`src/rtl/id_scan_pkg.sv`:
```
// Shared types and character-class helpers for the identifier scan controller.
`timescale 1ns/1ps
package id_scan_pkg;

    typedef enum logic [1:0] {
        S_IDLE,
        S_ALPHA,
        S_NUM
    } rec_state_t;

    typedef enum logic [1:0] {
        C_IDLE,
        C_STREAM,
        C_RESP
    } ctrl_state_t;

    // Plain ASCII letters only; bytes with bit 7 set never qualify.
    function automatic logic is_letter(input logic [7:0] c);
        return ((c >= 8'h41) && (c <= 8'h5A)) || ((c >= 8'h61) && (c <= 8'h7A));
    endfunction

    function automatic logic is_digit(input logic [7:0] c);
        return (c >= 8'h30) && (c <= 8'h39);
    endfunction

endpackage

```
`src/rtl/id_recognizer.sv`:
```
// Three-state identifier recognizer: letter starts an identifier, digits after a
// letter extend it into NUM; anything else drops back to IDLE.
`timescale 1ns/1ps
module id_recognizer
    import id_scan_pkg::*;
(
    input  logic       clk,
    input  logic       rst_n,
    input  logic       clr,
    input  logic       en,
    input  logic [7:0] char,
    output rec_state_t state,
    output rec_state_t next_state,
    output logic       hit
);

    rec_state_t r_state;
    rec_state_t w_next;

    // Transition function of the recognizer for the presented character.
    always_comb begin
        w_next = r_state;
        unique case (r_state)
            S_IDLE:  w_next = is_letter(char) ? S_ALPHA : S_IDLE;
            S_ALPHA: begin
                if (is_digit(char))       w_next = S_NUM;
                else if (is_letter(char)) w_next = S_ALPHA;
                else                      w_next = S_IDLE;
            end
            S_NUM: begin
                if (is_letter(char))      w_next = S_ALPHA;
                else if (is_digit(char))  w_next = S_NUM;
                else                      w_next = S_IDLE;
            end
            default: w_next = S_IDLE;
        endcase
    end

    // State register: clear wins over advance; holds when neither is asserted.
    always_ff @(posedge clk or negedge rst_n) begin
        if (!rst_n)
            r_state <= S_IDLE;
        else if (clr)
            r_state <= S_IDLE;
        else if (en)
            r_state <= w_next;
    end

    assign state      = r_state;
    assign next_state = w_next;
    assign hit        = en && (r_state == S_ALPHA) && (w_next == S_NUM);

endmodule

```
`src/rtl/id_scan_ctrl.sv`:
```
// Round-robin front end sharing one identifier recognizer between N_REQ string
// requesters; the grant is held for a whole string and one response is returned.
`timescale 1ns/1ps
module id_scan_ctrl
    import id_scan_pkg::*;
#(
    parameter int N_REQ = 4,
    parameter int ID_W  = $clog2(N_REQ),
    parameter int CNT_W = 8
) (
    input  logic               clk,
    input  logic               rst_n,
    input  logic [N_REQ-1:0]   req_valid,
    input  logic [8*N_REQ-1:0] req_char,
    input  logic [N_REQ-1:0]   req_last,
    output logic [N_REQ-1:0]   req_ready,
    output logic               rsp_valid,
    input  logic               rsp_ready,
    output logic [ID_W-1:0]    rsp_id,
    output logic [CNT_W-1:0]   rsp_count,
    output logic               rsp_match_end,
    output logic               busy
);

    ctrl_state_t      r_state;
    ctrl_state_t      w_next_state;
    logic [ID_W-1:0]  r_grant;
    logic [ID_W-1:0]  r_rr_ptr;
    logic [CNT_W-1:0] r_count;
    logic [ID_W-1:0]  r_rsp_id;
    logic [CNT_W-1:0] r_rsp_count;
    logic             r_rsp_match_end;

    logic [ID_W-1:0]  w_pick;
    logic             w_any;
    logic             w_g_valid;
    logic             w_g_last;
    logic [7:0]       w_g_char;
    logic             w_accept;
    logic             w_rec_clr;
    logic             w_hit;
    logic [CNT_W-1:0] w_count_next;
    rec_state_t       w_rec_state;
    rec_state_t       w_rec_next;

    // Rotating priority search: first valid requester at or above rr_ptr, wrapping.
    always_comb begin
        w_any  = 1'b0;
        w_pick = '0;
        for (int unsigned k = 0; k < N_REQ; k++) begin
            int unsigned idx;
            idx = (int'(r_rr_ptr) + k) % N_REQ;
            if (!w_any && req_valid[idx]) begin
                w_any  = 1'b1;
                w_pick = ID_W'(idx);
            end
        end
    end

    // Route the granted requester's lane onto the recognizer.
    always_comb begin
        w_g_valid = 1'b0;
        w_g_last  = 1'b0;
        w_g_char  = '0;
        for (int unsigned i = 0; i < N_REQ; i++) begin
            if (r_grant == ID_W'(i)) begin
                w_g_valid = req_valid[i];
                w_g_last  = req_last[i];
                w_g_char  = req_char[8*i +: 8];
            end
        end
    end

    // Controller next-state and ready generation.
    always_comb begin
        w_next_state = r_state;
        req_ready    = '0;
        w_accept     = 1'b0;
        w_rec_clr    = 1'b0;
        unique case (r_state)
            C_IDLE: begin
                if (w_any) begin
                    w_rec_clr    = 1'b1;
                    w_next_state = C_STREAM;
                end
            end
            C_STREAM: begin
                for (int unsigned i = 0; i < N_REQ; i++)
                    req_ready[i] = (r_grant == ID_W'(i));
                w_accept = w_g_valid;
                if (w_g_valid && w_g_last)
                    w_next_state = C_RESP;
            end
            C_RESP: begin
                if (rsp_ready)
                    w_next_state = C_IDLE;
            end
            default: w_next_state = C_IDLE;
        endcase
    end

    id_recognizer u_rec (
        .clk        (clk),
        .rst_n      (rst_n),
        .clr        (w_rec_clr),
        .en         (w_accept),
        .char       (w_g_char),
        .state      (w_rec_state),
        .next_state (w_rec_next),
        .hit        (w_hit)
    );

    // Saturating identifier count including the current beat's hit.
    always_comb begin
        w_count_next = r_count;
        if (w_hit && (r_count != '1))
            w_count_next = r_count + CNT_W'(1);
    end

    // Controller state, grant, round-robin pointer, counter and response registers.
    always_ff @(posedge clk or negedge rst_n) begin
        if (!rst_n) begin
            r_state         <= C_IDLE;
            r_grant         <= '0;
            r_rr_ptr        <= '0;
            r_count         <= '0;
            r_rsp_id        <= '0;
            r_rsp_count     <= '0;
            r_rsp_match_end <= 1'b0;
        end else begin
            r_state <= w_next_state;
            unique case (r_state)
                C_IDLE: begin
                    if (w_any) begin
                        r_grant <= w_pick;
                        r_count <= '0;
                    end
                end
                C_STREAM: begin
                    if (w_accept) begin
                        r_count <= w_count_next;
                        if (w_g_last) begin
                            r_rsp_id        <= r_grant;
                            r_rsp_count     <= w_count_next;
                            r_rsp_match_end <= (w_rec_next == S_NUM);
                        end
                    end
                end
                C_RESP: begin
                    if (rsp_ready)
                        r_rr_ptr <= (r_grant == ID_W'(N_REQ - 1)) ? '0 : r_grant + ID_W'(1);
                end
                default: ;
            endcase
        end
    end

    assign rsp_valid     = (r_state == C_RESP);
    assign rsp_id        = r_rsp_id;
    assign rsp_count     = r_rsp_count;
    assign rsp_match_end = r_rsp_match_end;
    assign busy          = (r_state != C_IDLE);

    // The recognizer is frozen while a response waits, so it must agree with the latched flag.
    a_match_consistent: assert property (@(posedge clk) disable iff (!rst_n)
        (r_state == C_RESP) |-> ((w_rec_state == S_NUM) == r_rsp_match_end));

endmodule
```
`config.mk`:
```
export PLATFORM = sky130hd
export DESIGN_NAME = id_scan_ctrl
export DESIGN_NICKNAME = d
export VERILOG_FILES = /design/src/rtl/id_scan_pkg.sv /design/src/rtl/id_recognizer.sv /design/src/rtl/id_scan_ctrl.sv
export SDC_FILE = /design/constraint.sdc
export NUM_CORES = 1
export LEC_CHECK = 0
export CORE_MARGIN = 5
export CORE_UTILIZATION = 46
export CTS_CLUSTER_DIAMETER = 100
export DETAILED_ROUTE_END_ITERATION = 12
export GPL_TIMING_DRIVEN = 0
export HOLD_SLACK_MARGIN = 0.06
export PLACE_DENSITY = 0.77
export RECOVER_POWER = 50
export SLEW_MARGIN = 20
export SYNTH_ARGS = -nofsm -noshare
export SYNTH_HDL_FRONTEND = slang
export SYNTH_SLANG_ARGS = --single-unit
```
`constraint.sdc`:
```
create_clock -name clk -period 3 [get_ports clk]
set_input_delay 0.6 -clock clk [delete_from_list [all_inputs] [get_ports clk]]
set_output_delay 0.6 -clock clk [all_outputs]
set_load 0.02 [all_outputs]
```
==> metrics.txt, run 1 <==
outcome finished, final reports clean; GP Congestion 0.865; number of synthesized flops with an enable pin 0; Slew Viols, Final 0; Final setup viols 0; DRC errors left 0; P_leak 1.06 nW; Post-Synth Adder-Cell Area 3.42%; CP Depth 10; Mapped Cells 199; Async SR Flop Fraction 100%; initial antenna violation count 0; post-route ant nets 0; cell row count 23; Crit path max-delay family compound AO/OA/AOI/OAI gates; H-tree Lvls 1; Post-CTS Hold Buffers 0; crit path max fanout 9; critical path type register to register; DIE WIDTH 73.1 um; Critical Path AT 3.01 ns; WL final 4770 um; Startpoint Class register; Hold Fails Final Rpt 0; Die Area 5340 sq um; Pwr per Cell Area 728 nW/um^2; XOR/XNOR share of the synthesized area 3.35%; Post-Syn Area 1830 sq um; Cell Area, Placed 2480 sq um; register area share after synthesis 36.9%; Slowest-stage cell, CP a2111oi_4; fmax 351 MHz; CP bufs+invs 2; cell chain of the critical path inv_1 -> ha_1 -> or2_1 -> buf_6 -> a221oi_2 -> o22ai_2 -> a2111oi_4 -> nand4_1 -> o31ai_1 -> a21oi_1; post-synthesis simple-gate area fraction 22.3%; CTS Root Cell clkbuf_8; Initial Util 46.5%; Area Growth Syn to Fin 39.0%; ys flop type dfrtp_1; synthesized net count 247; Synth Register Bits 27; 1st-pass router iterations 4; commonest non-fill, non-tap cell in the layout clkdlybuf4s50_1; Avg Inst Size Synth 9.20 sq um; layout cells sized above 1 9.85%; mux share of post-synthesis cell area 2.80%; clk sinks 27; crit path capture type register; Via-to-Cell Ratio 5.48; dominant cell type by area after synthesis dfrtp_1; # IOs 60; placed wire-length estimate 3740 um; via count 1,721; TritonCTS buffer count 3; remaining global-route overflow 0; peak supply drop 611 uV; PnR worst setup slack 0.149 ns; n_diodes 0; Worst Max-Slew Pin Slew 1.45 ns; Final Critical Period 2.85 ns; Place WS 0.0992 ns; nets 313; Tcrit/Tclk final 95.0%; DIE HEIGHT 73.1 um; CP required 3.16 ns; worst r2r path cells 10; final setup skew 0.00199 ns; R2R Path Start r_grant[0]; r2r setup slk 0.15 ns; WL/cell 15.2 um; Worst slew margin 3.31%; Distinct cells, synth 47; worst skew pair latency 0.27 ns; first-iteration detailed-routing DRC count 68; HP Class register to register; most frequent cells in the layout 52 x clkdlybuf4s50_1, 27 x dfrtp_1, 25 x nand2_1, 13 x o21ai_1, 10 x nor2_1; post-synth top area share 36.9%; Core Box Area 3940 sq um; Max Cap Violations 0; TritonCTS clock tree done; largest net degree at the start of global routing 28; number of global-route vias before repair 1,691; first-pass GRT wire length 7820 um; synth top area cells dfrtp_1 37%, nand2_1 5.1%, o21ai_1 3.6%, ha_1 3.4%, a221oi_2 3.3%; Clock transition at path regs 0.09 ns; Worst Setup EP r_count[2]; Crit Reg-Reg Endpoint r_count[2]; largest family of logic cells by synthesized area compound AO/OA/AOI/OAI gates; max incr delay on CP 0.51 ns; Synth Area in Compound Gates 27.0%; port bufs 59; Ys Warns 0; Final Cell Area 2550 sq um; clk buf depth 2; CP startpoint r_grant[0]; All-Layer GR Usage 18.4%
==> where the power goes <==
part	switching, mW	internal (mW)	total [mW]
combinational	0.686	0.492	1.18
clock	0.113	0.0930	0.206
sequential	0.0538	0.415	0.469
==> cell usage after synthesis (all sizes together) (6+ instances only) <==
library cell / number
nand2: 25
nor2b: 7
dfrtp: 27
and2: 6
inv: 9
o21ai: 18
nor2: 10
xor2: 6
o22ai: 8
nand3: 10
a221oi: 7
==> metal layers <==
metal,share of wire (%),routed length (um),GRT usage [%]
met3,4.2,200,3.58
met4,1.3,62,4.10
met1,44,2100,23.8
met2,50,2410,31.7
met5,0,0,0
==> kinds of logic after synthesis <==
| kind of cell | after synthesis |
|---|---|
| AND/OR/NAND/NOR | 78 |
| adder cells (fa/ha/maj) | 5 |
| multiplexers | 5 |
| XOR/XNOR | 7 |
| flip-flops | 27 |
| buffers and inverters | 17 |
| AO/OA/AOI/OAI | 60 |
==> timing repair <==
item                       CTS  global route
resized for setup            0             3
setup endpoints to repair    0             4
setup buffers                0             2
==> sequential cells by signal, summed over array words and instances (netlist names) <==
signal,flops
rsp_match_end,1
rsp_count,8
r_state,2
r_count,8
r_grant,2
r_rr_ptr,2
u_rec.state,2
rsp_id,2
==> worst min-delay path by stage <==
stage                              from  slack, ns            end  depth (start not counted)
after floorplan                   rst_n       0.30     r_count[0]                          0
after global placement     rsp_count[7]       0.47   rsp_count[7]                          2
after detailed placement  rsp_match_end       0.48  rsp_match_end                          2
after CTS                         rst_n       0.35   rsp_count[7]                          1
after global routing      rsp_match_end       0.52  rsp_match_end                          2
final                      rsp_count[2]       0.49   rsp_count[2]                          2
==> per-stage QoR <==
stage	std cells	TNS (ns)	hold WS, ns	utilization, %	total power [mW]
6_report	314	0	0.488	64.6	1.85
4_1_cts	312	0	0.345	64.1	1.84
3_3_place_gp	308	0	0.468	63.0	1.61
5_1_grt	314	-0.0284	0.517	64.6	1.99
3_5_place_dp	308	0	0.475	62.9	1.62
2_1_floorplan	199	0	0.304	-	1.29
==> worst register-to-register path: cells and delay by family, from the launching register on <==
kind,cells,cell delay (ns)
flops,1,0.46
fa+ha+maj,1,0.29
simple gates,2,0.45
compound gates,5,1.28
buf+inv,2,0.26
==> cell type report <==
| cell class | instances | area (sq um) |
|---|---|---|
| timing repair buffer | 61 | 599 |
| clock inverter | 1 | 5.00 |
| inverter | 9 | 33.8 |
| clock buffer | 3 | 41.3 |
| multi-input combinational | 155 | 1080 |
| tap | 50 | 62.6 |
| sequential | 27 | 676 |
| buffer | 8 | 45.0 |
| fill | 340 | 1400 |
Note: power is estimated with default switching activity, not from simulation.
==> run 2, diff against run 1 <==
--- a/config.mk
+++ b/config.mk
@@ -5,13 +5,14 @@
 export SDC_FILE = /design/constraint.sdc
 export NUM_CORES = 1
 export LEC_CHECK = 0
+export ABC_AREA = 1
 export CORE_MARGIN = 5
-export CORE_UTILIZATION = 46
+export CORE_UTILIZATION = 48
 export CTS_CLUSTER_DIAMETER = 100
 export DETAILED_ROUTE_END_ITERATION = 12
 export GPL_TIMING_DRIVEN = 0
 export HOLD_SLACK_MARGIN = 0.06
-export PLACE_DENSITY = 0.77
+export PLACE_DENSITY = 0.78
 export RECOVER_POWER = 50
 export SLEW_MARGIN = 20
 export SYNTH_ARGS = -nofsm -noshare
==> run 2 against run 1 <==
Sequential share of layout area decreased by 2.1 points. Utilization increased by 3.0 points. Worst hold slack got worse by 0.020 ns. Cell area increased by 8.5%. Maximum frequency increased by 11%. Non-clock buffer count decreased by 3. Final cell count increased by 39%. Via count increased by 27%. Register-to-register slack improved by 0.35 ns.
==> metrics.txt, run 2 <==
# IOs 60 (unchanged); hold slack 0.468 ns (-0.0204 ns); number of synthesized flops with an enable pin 0 (unchanged); via count 2,191 (+27%); Startpoint Class register; Worst Max-Slew Pin Slew 1.41 ns (-0.0397 ns); Finished Core Util 67.6% (+3.0 points); Post-Syn Area 2070 sq um (+13%); Slew Viols, Final 0 (unchanged); outcome finished, final reports clean; 1st-pass router iterations 4 (unchanged); dominant cell type by area after synthesis dfrtp_1; Post-CTS Setup Inserts 0 (unchanged); cell row count 23 (unchanged); TritonCTS buffer count 3 (unchanged); max incr delay on CP 0.61 ns (+0.10 ns); Final Cell Area 2760 sq um (+8.5%); n_diodes 0 (unchanged); H-tree Lvls 1 (unchanged); # resized after CTS 0 (unchanged); fill count 379 (+11%); Hold Path Stages 2 (unchanged); Via-to-Cell Ratio 5.04 (-8.1%); post-synth top area share 32.6% (-4.2 points); clk buf depth 2 (unchanged); Final Critical Period 2.56 ns (-0.294 ns); Critical Path AT 1.96 ns (-1.05 ns); Final setup viols 0 (unchanged); Slowest-stage cell, CP clkdlybuf4s50_1; number of global-route vias before repair 2,130 (+26%); cell chain of the critical path inv_1 -> ha_1 -> inv_1 -> nor2_1 -> clkdlybuf4s50_1; nets 434 (+39%); Tcrit/Tclk final 85.2% (-9.8 points); peak supply drop 496 uV (-19%); crit path capture type primary output; Ys Warns 0 (unchanged); post-route ant nets 0 (unchanged); Hold Fails Final Rpt 0 (unchanged); synth top area cells dfrtp_1 33%, nand2_1 25%, inv_1 5.4%, nor2_1 5.3%, nand3_1 3.9%; Area Growth Syn to Fin 33.4%; area of the multi-input gates 1220 sq um (+12%); Die Area 5720 sq um (+7.1%); Clock transition at path regs 0.09 ns (about the same); commonest non-fill, non-tap cell in the layout nand2_1; Distinct cells, synth 31 (-34%); Post-CTS Hold Buffers 0 (unchanged); non-filler cells, final 435 (+39%); initial antenna violation count 0 (unchanged); placed wire-length estimate 4440 um (+19%); Core Box Area 4090 sq um (+3.6%); All-Layer GR Usage 21.4% (+3.0 points); DIE WIDTH 75.7 um (+3.5%); most frequent cell after synthesis nand2_1; Synth Register Bits 27 (unchanged); P_leak 1.40 nW (+32%); worst skew pair latency 0.27 ns (about the same); first-pass GRT wire length 9470 um (+21%); Avg Inst Size Synth 6.43 sq um (-30%); CP required 2.40 ns (-0.76 ns); worst r2r path cells 12 (+2); Max Cap Violations 0 (unchanged); largest net degree at the start of global routing 28 (unchanged); Async SR Flop Fraction 100% (unchanged); clk sinks 27 (unchanged); crit path max fanout 5 (-4); synthesized net count 370 (+50%); HP Class register to register; setup_tns 0 ns (unchanged); WL/cell 13.2 um (-13%); DRC errors left 0 (unchanged); dpl cells 431 (+40%); CP dominant cell by count inv_1; WL final 5750 um (+20%); final setup skew 0.00344 ns (+0.00145 ns); layout cells sized above 1 6.75% (-3.1 points); fmax 391 MHz (+11%); first-iteration detailed-routing DRC count 73 (+7.4%); port bufs 59 (unchanged); Pwr per Cell Area 781 nW/um^2 (+7.3%); CTS Root Cell clkbuf_8; TritonCTS clock tree done; Worst slew margin 5.96% (+2.6 points); remaining global-route overflow 0 (unchanged); Mapped Cells 322 (+62%); critical path type register to primary output; synth cell count leaders 136 x nand2_1, 30 x inv_1, 29 x nor2_1, 27 x dfrtp_1, 16 x nand3_1; Initial Util 50.6% (+4.2 points); DIE HEIGHT 75.7 um (+3.5%); most frequent cells in the layout 136 x nand2_1, 51 x clkdlybuf4s50_1, 30 x inv_1, 29 x nor2_1, 27 x dfrtp_1; register area share after synthesis 32.6% (-4.2 points); Cell Area, Placed 2720 sq um (+9.6%); RSZ-0062 raised after global routing false; register area 676 sq um (unchanged); ys flop type dfrtp_1; GP Congestion 0.877 (+1.4%)
## run 2: worst paths after layout
| path | startpoint | end | slack (ns) |
|---|---|---|---|
| worst max-delay path | r_grant[1] | req_ready[1] | 0.44 |
| worst min-delay path | rsp_match_end | rsp_match_end | 0.47 |
| worst max register to register | r_grant[0] | rsp_count[7] | 0.50 |
| worst min register to register | rsp_match_end | rsp_match_end | 0.47 |
| max in group asynchronous | rst_n | r_count[6] | 1.54 |
| min in group asynchronous | rst_n | rsp_match_end | 0.64 |
## run 2: area by class of cell
type                    instances  share of cell area, %
clock buffers                   3                   1.50
clock inverters                 1                  0.181
well taps                      50                   2.27
plain buffers                   7                   1.54
multi-input cells             253                   44.1
flip-flops and latches         27                   24.5
inverters                      35                   4.76
repair buffers                 59                   21.2
## run 2: critical path: cells and delay by family (launching register included)
family	cells	cell delay, ns
simple gates	1	0.13
fa+ha+maj	1	0.27
buf+inv	3	0.88
flops	1	0.41
## run 2: through the flow
stage,total power [mW],setup slack [ns]
after global placement,1.94,0.483
after global routing,2.38,0.227
after floorplan,1.53,1.02
final,2.16,0.443
after CTS,2.17,0.418
after detailed placement,1.96,0.468
## run 2: power by group
part           internal [mW]  switching, mW
Clock                 0.0930          0.109
Sequential             0.426         0.0455
Combinational          0.515          0.968
Total                   1.03           1.12
## run 2: routing by layer
layer	GRT usage (%)	up-vias	routed length, um
met1	27.7	988	2620
met2	37.1	64	2580
met5	0	-	0
li1	-	1132	-
met4	5.44	0	59
met3	3.56	7	489
## run 2: cells by family after synthesis
logic type | Yosys count | share of synthesized area (%)
xor gates and xnor gates | 7 | 2.96
DFF | 27 | 32.6
and+or+nand+nor | 195 | 39.4
buffers and inverters | 42 | 8.46
adders and majority gates | 5 | 3.02
AOI/OAI and AO/OA | 46 | 13.5
==> run 3, diff against run 2 <==
--- a/config.mk
+++ b/config.mk
@@ -6,6 +6,7 @@
 export NUM_CORES = 1
 export LEC_CHECK = 0
 export ABC_AREA = 1
+export CAP_MARGIN = 20
 export CORE_MARGIN = 5
 export CORE_UTILIZATION = 48
 export CTS_CLUSTER_DIAMETER = 100
==> results of run 3 <==
Final layout, timing and power as in run 2 (identical DEF).
